<file path="config.mk">
export PLATFORM = sky130hd
export DESIGN_NAME = pdm_mic_ctrl
export DESIGN_NICKNAME = d
export VERILOG_FILES = /design/src/rtl/pdm_mic_ctrl.sv
export SDC_FILE = /design/constraint.sdc
export NUM_CORES = 1
export LEC_CHECK = 0
export CORE_MARGIN = 2
export CORE_UTILIZATION = 52
export DETAILED_ROUTE_END_ITERATION = 10
export PLACE_DENSITY = 0.78
export SLEW_MARGIN = 20
export SYNTH_ARGS = -nofsm -noshare
export SYNTH_HDL_FRONTEND = slang
export SYNTH_SLANG_ARGS = --single-unit
</file>
<file path="constraint.sdc">
create_clock -name clk -period 1.8 [get_ports clk]
set_input_delay 0.45 -clock clk [delete_from_list [all_inputs] [get_ports clk]]
set_output_delay 0.45 -clock clk [all_outputs]
set_load 0.05 [all_outputs]
</file>
<file path="src/rtl/pdm_mic_ctrl.sv">
// PDM microphone front end: generates m_clk, splits L/R bits toward the sinc
// filters, paces decimation and arbitrates the filter outputs onto one stream.
//
// state     | meaning
// ST_IDLE   | m_clk parked low, waiting for enable
// ST_SETTLE | m_clk running, mic settling, no bits forwarded
// ST_WARMUP | bits forwarded, filter outputs discarded
// ST_RUN    | filter outputs buffered and streamed out
// ST_STOP   | finishing the m_clk period, then back to idle
module pdm_mic_ctrl #(
   parameter int CLK_FREQ    = 44,
   parameter int SAMPLE_RATE = 2750000,
   parameter int DEC_RATE    = 80,
   parameter int SETTLE      = 64,
   parameter int DISCARD     = 3
) (
   input  logic       clk,
   input  logic       reset_n,
   input  logic       enable,
   input  logic       stereo,
   output logic       m_clk,
   input  logic       m_data,
   output logic       l_bit,
   output logic       r_bit,
   output logic       l_en,
   output logic       r_en,
   output logic       dec_en,
   input  logic [7:0] l_data,
   input  logic [7:0] r_data,
   input  logic       l_valid,
   input  logic       r_valid,
   output logic [7:0] out_data,
   output logic       out_ch,
   output logic       out_valid,
   input  logic       out_ready,
   output logic       overflow,
   output logic       busy
);

   localparam int CLK_COUNT = (CLK_FREQ * 1000000) / (SAMPLE_RATE * 2);
   localparam int PH_W  = (CLK_COUNT > 1) ? $clog2(CLK_COUNT) : 1;
   localparam int DEC_W = (DEC_RATE > 1) ? $clog2(DEC_RATE) : 1;
   localparam int SET_W = (SETTLE > 1) ? $clog2(SETTLE) : 1;
   localparam int DSC_W = (DISCARD > 1) ? $clog2(DISCARD) : 1;

   localparam logic [PH_W-1:0]  PH_LAST  = PH_W'(CLK_COUNT - 1);
   localparam logic [DEC_W-1:0] DEC_LAST = DEC_W'(DEC_RATE - 1);
   localparam logic [SET_W-1:0] SET_LAST = SET_W'(SETTLE - 1);
   localparam logic [DSC_W-1:0] DSC_LAST = DSC_W'(DISCARD - 1);

   typedef enum logic [2:0] {
      ST_IDLE,
      ST_SETTLE,
      ST_WARMUP,
      ST_RUN,
      ST_STOP
   } state_t;

   state_t            state_q, state_d;
   logic [PH_W-1:0]   phase_q, phase_d;
   logic [SET_W-1:0]  settle_cnt_q, settle_cnt_d;
   logic [DEC_W-1:0]  dec_cnt_q, dec_cnt_d;
   logic [DSC_W-1:0]  disc_cnt_q, disc_cnt_d;
   logic              m_clk_q, m_clk_d;
   logic              stereo_q, stereo_d;
   logic              l_bit_q, l_bit_d, r_bit_q, r_bit_d;
   logic              l_en_q, l_en_d, r_en_q, r_en_d, dec_en_q, dec_en_d;
   logic [7:0]        l_hold_q, l_hold_d, r_hold_q, r_hold_d;
   logic              l_full_q, l_full_d, r_full_q, r_full_d;
   logic [7:0]        out_data_q, out_data_d;
   logic              out_ch_q, out_ch_d, out_valid_q, out_valid_d;
   logic              overflow_q, overflow_d, busy_q, busy_d;

   logic   wrap, fall, streaming;
   state_t stop_next;

   assign wrap      = (state_q != ST_IDLE) && (phase_q == PH_LAST);
   assign fall      = wrap && m_clk_q;
   assign streaming = ((state_q == ST_WARMUP) || (state_q == ST_RUN)) && enable;
   // A stop request landing on a falling edge can go straight to idle.
   assign stop_next = fall ? ST_IDLE : ST_STOP;

   always_comb begin
      state_d      = state_q;
      phase_d      = phase_q;
      settle_cnt_d = settle_cnt_q;
      dec_cnt_d    = dec_cnt_q;
      disc_cnt_d   = disc_cnt_q;
      m_clk_d      = m_clk_q;
      stereo_d     = stereo_q;
      l_bit_d      = l_bit_q;
      r_bit_d      = r_bit_q;
      l_en_d       = 1'b0;
      r_en_d       = 1'b0;
      dec_en_d     = 1'b0;
      l_hold_d     = l_hold_q;
      r_hold_d     = r_hold_q;
      l_full_d     = l_full_q;
      r_full_d     = r_full_q;
      out_data_d   = out_data_q;
      out_ch_d     = out_ch_q;
      out_valid_d  = out_valid_q;
      overflow_d   = overflow_q;

      if (state_q == ST_IDLE) begin
         phase_d = '0;
         m_clk_d = 1'b0;
      end else begin
         phase_d = wrap ? '0 : phase_q + 1'b1;
         if (wrap) m_clk_d = ~m_clk_q;
      end

      case (state_q)
         ST_IDLE: begin
            if (enable) begin
               state_d      = ST_SETTLE;
               stereo_d     = stereo;
               overflow_d   = 1'b0;
               settle_cnt_d = '0;
               dec_cnt_d    = '0;
               disc_cnt_d   = '0;
            end
         end
         ST_SETTLE: begin
            if (!enable) begin
               state_d = stop_next;
            end else if (fall) begin
               if (settle_cnt_q == SET_LAST) begin
                  state_d      = ST_WARMUP;
                  settle_cnt_d = '0;
               end else begin
                  settle_cnt_d = settle_cnt_q + 1'b1;
               end
            end
         end
         ST_WARMUP: begin
            if (!enable) begin
               state_d = stop_next;
            end else if (dec_en_q) begin
               if (disc_cnt_q == DSC_LAST) state_d = ST_RUN;
               else disc_cnt_d = disc_cnt_q + 1'b1;
            end
         end
         ST_RUN: begin
            if (!enable) state_d = stop_next;
         end
         ST_STOP: begin
            if (fall) state_d = ST_IDLE;
         end
         default: state_d = ST_IDLE;
      endcase

      // Left bit is valid just before the falling edge, right bit before the rising one.
      if (wrap && streaming) begin
         if (m_clk_q) begin
            l_bit_d = m_data;
            l_en_d  = 1'b1;
         end else if (stereo_q) begin
            r_bit_d = m_data;
            r_en_d  = 1'b1;
         end
      end

      if (streaming && l_en_q) begin
         if (dec_cnt_q == DEC_LAST) begin
            dec_cnt_d = '0;
            dec_en_d  = 1'b1;
         end else begin
            dec_cnt_d = dec_cnt_q + 1'b1;
         end
      end

      if (!out_valid_q || out_ready) begin
         out_valid_d = 1'b0;
         if (l_full_q) begin
            out_data_d  = l_hold_q;
            out_ch_d    = 1'b0;
            out_valid_d = 1'b1;
            l_full_d    = 1'b0;
         end else if (r_full_q) begin
            out_data_d  = r_hold_q;
            out_ch_d    = 1'b1;
            out_valid_d = 1'b1;
            r_full_d    = 1'b0;
         end
      end

      // A full register drops the newcomer even if it is draining this cycle.
      if (state_q == ST_RUN) begin
         if (l_valid) begin
            if (l_full_q) begin
               overflow_d = 1'b1;
            end else begin
               l_hold_d = l_data;
               l_full_d = 1'b1;
            end
         end
         if (r_valid) begin
            if (r_full_q) begin
               overflow_d = 1'b1;
            end else begin
               r_hold_d = r_data;
               r_full_d = 1'b1;
            end
         end
      end

      busy_d = (state_d != ST_IDLE);
   end

   always_ff @(posedge clk) begin
      if (!reset_n) begin
         state_q      <= ST_IDLE;
         phase_q      <= '0;
         settle_cnt_q <= '0;
         dec_cnt_q    <= '0;
         disc_cnt_q   <= '0;
         m_clk_q      <= 1'b0;
         stereo_q     <= 1'b0;
         l_bit_q      <= 1'b0;
         r_bit_q      <= 1'b0;
         l_en_q       <= 1'b0;
         r_en_q       <= 1'b0;
         dec_en_q     <= 1'b0;
         l_hold_q     <= '0;
         r_hold_q     <= '0;
         l_full_q     <= 1'b0;
         r_full_q     <= 1'b0;
         out_data_q   <= '0;
         out_ch_q     <= 1'b0;
         out_valid_q  <= 1'b0;
         overflow_q   <= 1'b0;
         busy_q       <= 1'b0;
      end else begin
         state_q      <= state_d;
         phase_q      <= phase_d;
         settle_cnt_q <= settle_cnt_d;
         dec_cnt_q    <= dec_cnt_d;
         disc_cnt_q   <= disc_cnt_d;
         m_clk_q      <= m_clk_d;
         stereo_q     <= stereo_d;
         l_bit_q      <= l_bit_d;
         r_bit_q      <= r_bit_d;
         l_en_q       <= l_en_d;
         r_en_q       <= r_en_d;
         dec_en_q     <= dec_en_d;
         l_hold_q     <= l_hold_d;
         r_hold_q     <= r_hold_d;
         l_full_q     <= l_full_d;
         r_full_q     <= r_full_d;
         out_data_q   <= out_data_d;
         out_ch_q     <= out_ch_d;
         out_valid_q  <= out_valid_d;
         overflow_q   <= overflow_d;
         busy_q       <= busy_d;
      end
   end

   assign m_clk     = m_clk_q;
   assign l_bit     = l_bit_q;
   assign r_bit     = r_bit_q;
   assign l_en      = l_en_q;
   assign r_en      = r_en_q;
   assign dec_en    = dec_en_q;
   assign out_data  = out_data_q;
   assign out_ch    = out_ch_q;
   assign out_valid = out_valid_q;
   assign overflow  = overflow_q;
   assign busy      = busy_q;

endmodule

</file>
======== After elaboration in Yosys (flattened, before gate mapping) ========
Index checks and enable logic that the tools add are counted.
word-level totals
  register bits after elaboration ......... 58
  input bits .............................. 24
  logic and storage cells ................. 124
cells by class
  $add $sub $neg .......................... 4
  equality and inequality tests ........... 14
  mux-type cells .......................... 50
  bitwise gates (word level) .............. 5
  reduce and logical (&&, ||, !) cells .... 30
operators by type and width
  cell                                           number
  two-way mux 3 bit                              10
  two-way mux 7 bit                              4
  two-way mux 6 bit                              4
  two-way mux 1 bit                              23
  two-way mux 8 bit                              2
  one-hot mux 3 bit (5 select lines)             1
  inequality test 2 bit, second input constant   6
  one-hot mux 6 bit (2 select lines)             1
  AND reduction 2 bit                            6
  nonzero test 2 bit                             5
  AND reduction 3 bit                            3
  two-way mux 2 bit                              4
  adder 7 x 1 -> 7 bit, second input constant    1
  == test 7 bit, second input constant           1
  adder 6 x 1 -> 6 bit, second input constant    1
  == test 3 x 2 -> 1 bit, second input constant  2
  == test 3 bit, second input constant           2
  == test 6 bit, second input constant           1
  nonzero test 3 bit                             2
  OR reduction 3 bit                             2
  logical AND 1 bit                              5
  NOT 1 bit                                      5
  AND reduction 5 bit                            1
  one-hot mux 2 bit (2 select lines)             1
  9 further kinds                                10

======== Longest topological paths before layout ========
  depth in word-level cells ............... 7
  mapped depth ............................ 6
  gate-level depth less buffers ........... 6

======== Worst setup path before layout ========
No wires, ideal clock.
  kind .................................... reg-to-reg
  from .................................... reg l_en_q, in the netlist l_en
  to ...................................... reg dec_cnt_q[4]
  arrival ................................. 1671 ps
  setup slack ............................. 59 ps
  stages on the path, launching flop included .. 5
  buffers on the path ..................... 0
  period minus slack after synthesis ...... 1741 ps
  cells stage by stage .................... dfxtp_1 -> nand4b_1 -> a21oi_2 -> or4b_1 -> a21oi_1
on the way
  cells in the longest elaborated chain, start to end .. 3
  elaborated cells on any way between the ends .. 5
  those cells by class .................... mux: 1; reduce/logical: 4
RTL lines
  what                           RTL line  RTL
  start, declared                67        logic l_en_q, l_en_d, r_en_q, r_en_d, dec_en_q, dec_en_d;
  start signal, assigned         244       l_en_q <= l_en_d;
  logical AND 1 bit (*)          164       if (streaming && l_en_q) begin
  nonzero test 2 bit (no line)   --
  AND reduction 2 bit (no line)  --
  end signal, assigned           238       dec_cnt_q <= dec_cnt_d;
  end, declared                  62        logic [DEC_W-1:0] dec_cnt_q, dec_cnt_d;
Mark *: on every way between the ends. The rest lies on a longest branch, timed or not.
A chain may end at the register's enable or synchronous reset.

======== Final worst setup path ========
  from .................................... reg state_q[1]
  to ...................................... reg l_hold_q[6]
on the way
  cells in the longest elaborated chain, start to end .. 2
RTL lines
  what                           RTL line  RTL
  start, declared                59        state_t state_q, state_d;
  start signal, assigned         235       state_q <= state_d;
  == test 3 x 2 -> 1 bit         189       if (state_q == ST_RUN) begin
  AND reduction 3 bit (no line)  --
  end signal, assigned           247       l_hold_q <= l_hold_d;
  end, declared                  68        logic [7:0] l_hold_q, l_hold_d, r_hold_q, r_hold_d;
No other way between the ends.

==> impl_metrics.tcl <==
set metrics [dict create \
    status "completed" \
    finalClockSkew_ns 0.00792 \
    hold_viol 0 \
    layout.cells.non_filler 397 \
    utilization_pct 70.7 \
    r2r-start "state_q[1]$_SDFF_PN0_" \
    ios 42 \
    critPathLaunch "state_q[1]$_SDFF_PN0_" \
    netlist_top_cells_area "dfxtp_1, mux2i_1, nor2_1, a211oi_1, nand2_1" \
    ys_seq_area_share_pct 46.0 \
    placeableCoreArea_um2 4690 \
    die_w_um 73.7 \
    final_cell_area_um2 3320 \
    dpl.hpwl_mm 3.59 \
    gr-total-overflow 0 \
    cts_root_buf "clkbuf_8" \
    crit_chain "nand3b_1 -> nor3b_2 -> buf_4 -> mux2i_1 -> nor2_1" \
    htreeDepth 3 \
    powerDensity_nw_per_um2 844 \
    cp_data_required_time_ns 2.04 \
    synth_flop_cell "dfxtp_1" \
    gp_congestion 0.817 \
    synth_area_um2 2520 \
    wl_per_cell_um 12.8 \
    clk_path_buf_depth 2 \
    port-buffer-count 41 \
    synth_top_area_share_pct 46.0 \
    vias 2141 \
    cts_buffers 9 \
    start_util_pct 53.8 \
    hp-start "phase_q[0]$_SDFF_PP0_" \
    cts.hold.buffers_added 0 \
    grt_usage_pct 21.4 \
    grt_pass1_wl_mm 8.85 \
    rsz0062_at_grt "no" \
    die-area_um2 5430 \
    diodes 0 \
    routed_wl_mm 5.09 \
    vdd_drop_max_uv 555 \
    finalCriticalPeriod_ns 1.63 \
    synth_seq_cells 58 \
    crit_fanout 11 \
    p_leak_uw 0.00124 \
    drtIter0Drc 75 \
    synth_enable_flop_cells 0 \
    grt_antenna_before_repair 0 \
    syn_area_per_cell_um2 9.08 \
    cts_tree "built" \
    tightest_slew_ns 0.443 \
    clk_latency_ns 0.34 \
    placed_area_um2 3090 \
    ys_async_sr_fraction_pct 0 \
    grt_max_degree 36 \
    arrival_ns 1.86 \
    critPathKind "flop to flop" \
    crit_path_max_incr_delay_ns 0.53 \
    detail_route.first_pass.iterations 5 \
    hp-class "flop to flop" \
    first_global_vias 2083 \
    finalSetupViolations 0 \
    timing.final.ws_setup_ns 0.174 \
    synth_cell_types 44 \
    finalCritPeriodShare_pct 90.3 \
    final_nets 367 \
    critical-path-top-delay-family "simple AND/OR/NAND/NOR gates" \
    drc_errors 0 \
    area_delta_synth_final_pct 31.5 \
    synth_top_cell_by_area "dfxtp_1" \
    ant_nets 0 \
    max_freq_mhz 615 \
    place_ws_ns -0.344 \
    dieHeight_um 73.7 \
    dp_cells 381 \
    rows 25 \
    cts.sinks 58 \
    max-slew-margin-rel_pct 70.5 \
    slew_violations 0 \
    drive_gt1_share_pct 19.8 \
    synth_cells 278 \
    path_clk_slew_ns 0.07 \
    cp_slowest_cell "dfxtp_1" \
    yosysWarnings 0 \
    end_kind "flop" \
    total_power_uw 2800 \
    maxCapViolations 0 \
    startpoint_type "flop" \
    path_buf_inv 1 \
    syn_nets 307 \
    vias_per_cell 5.39 \
]
-- where the power goes --
part	total (uW)	switching, uW	internal (uW)
Clock	1300	525	775
Combinational	192	84.0	108
Sequential	1310	14.4	1300
Total	2800	624	2180
-- state kept, by name (all words and copies together) (netlist names), 2 cells and up --
register / count
state_q: 3
l_hold_q: 8
out_data: 8
dec_cnt_q: 7
r_hold_q: 8
phase_q: 3
disc_cnt_q: 2
settle_cnt_q: 6
-- repair_timing --
| item | CTS | global route |
|---|---|---|
| gates resized for setup | 0 | 3 |
| buffers inserted | 0 | 0 |
| endpoints found under the hold margin | 0 | 0 |
| setup endpoints to repair | 0 | 10 |
-- routing by layer --
layer	global-route usage (%)	routed length, um
met3	7.54	289
met2	35.1	2460
met1	24.7	2230
met5	0	0
met4	10.3	116
-- final cells by class --
cell class	count	area [um2]
inverter	3	11.3
sequential	58	1160
tap	54	67.6
clock inverter	7	93.8
timing repair buffer	64	566
clock buffer	9	124
multi-input combinational	202	1290
fill	386	1370
-- cell usage after synthesis (4+ instances only) --
| library cell | number |
|---|---|
| nor3_1 | 9 |
| ha_1 | 5 |
| a21oi_1 | 10 |
| dfxtp_1 | 58 |
| o21ai_0 | 4 |
| a211oi_1 | 11 |
| nand2_1 | 18 |
| mux2i_1 | 29 |
| nand2b_1 | 4 |
| nor3b_1 | 4 |
| buf_2 | 6 |
| nor2_1 | 54 |
| clkbuf_1 | 8 |
| nand3_1 | 9 |
-- kinds of logic (layout without fill, tap and decap cells) --
logic type	count (synthesis)	after routing	share of synthesized area [%]
DFF	58	58	46.0
buffers and inverters	18	83	3.27
xor gates and xnor gates	6	6	2.08
adders and majority gates	5	5	2.48
muxes	30	30	11.9
and+or+nand+nor	120	120	23.2
AOI/OAI and AO/OA	41	41	11.1
-- cell usage in the layout, fill, tap and decap left out, drive strengths merged, types with 3 or more instances in the layout --
cell,n
clkbuf,9
a21oi,11
nand4,3
nor3,9
nand2,18
dfxtp,58
xnor2,3
and2,3
inv,3
clkdlybuf4s50,22
o21ai,4
clkinv,3
a211oi,11
nor2,54
nand3,9
xor2,3
ha,5
nor3b,4
a31oi,3
nand3b,3
nand2b,4
buf,41
mux2i,29
-- per-stage QoR --
stage / TNS [ns] / hold slack, ns
2_1_floorplan: 0 / 0.404
3_3_place_gp: -2.92 / 0.423
3_5_place_dp: -3.47 / 0.423
4_1_cts: 0 / 0.442
5_1_grt: 0 / 0.491
6_report: 0 / 0.442
-- final timing paths --
kind | end | slack (ns) | depth (start not counted)
max | l_hold_q[6]$_SDFFE_PN0P_ | 0.17 | 5
min | phase_q[0]$_SDFF_PP0_ | 0.44 | 1
max reg2reg | l_hold_q[6]$_SDFFE_PN0P_ | 0.17 | 5
min reg2reg | phase_q[0]$_SDFF_PP0_ | 0.44 | 1
Power figures use the tool's default switching activity.
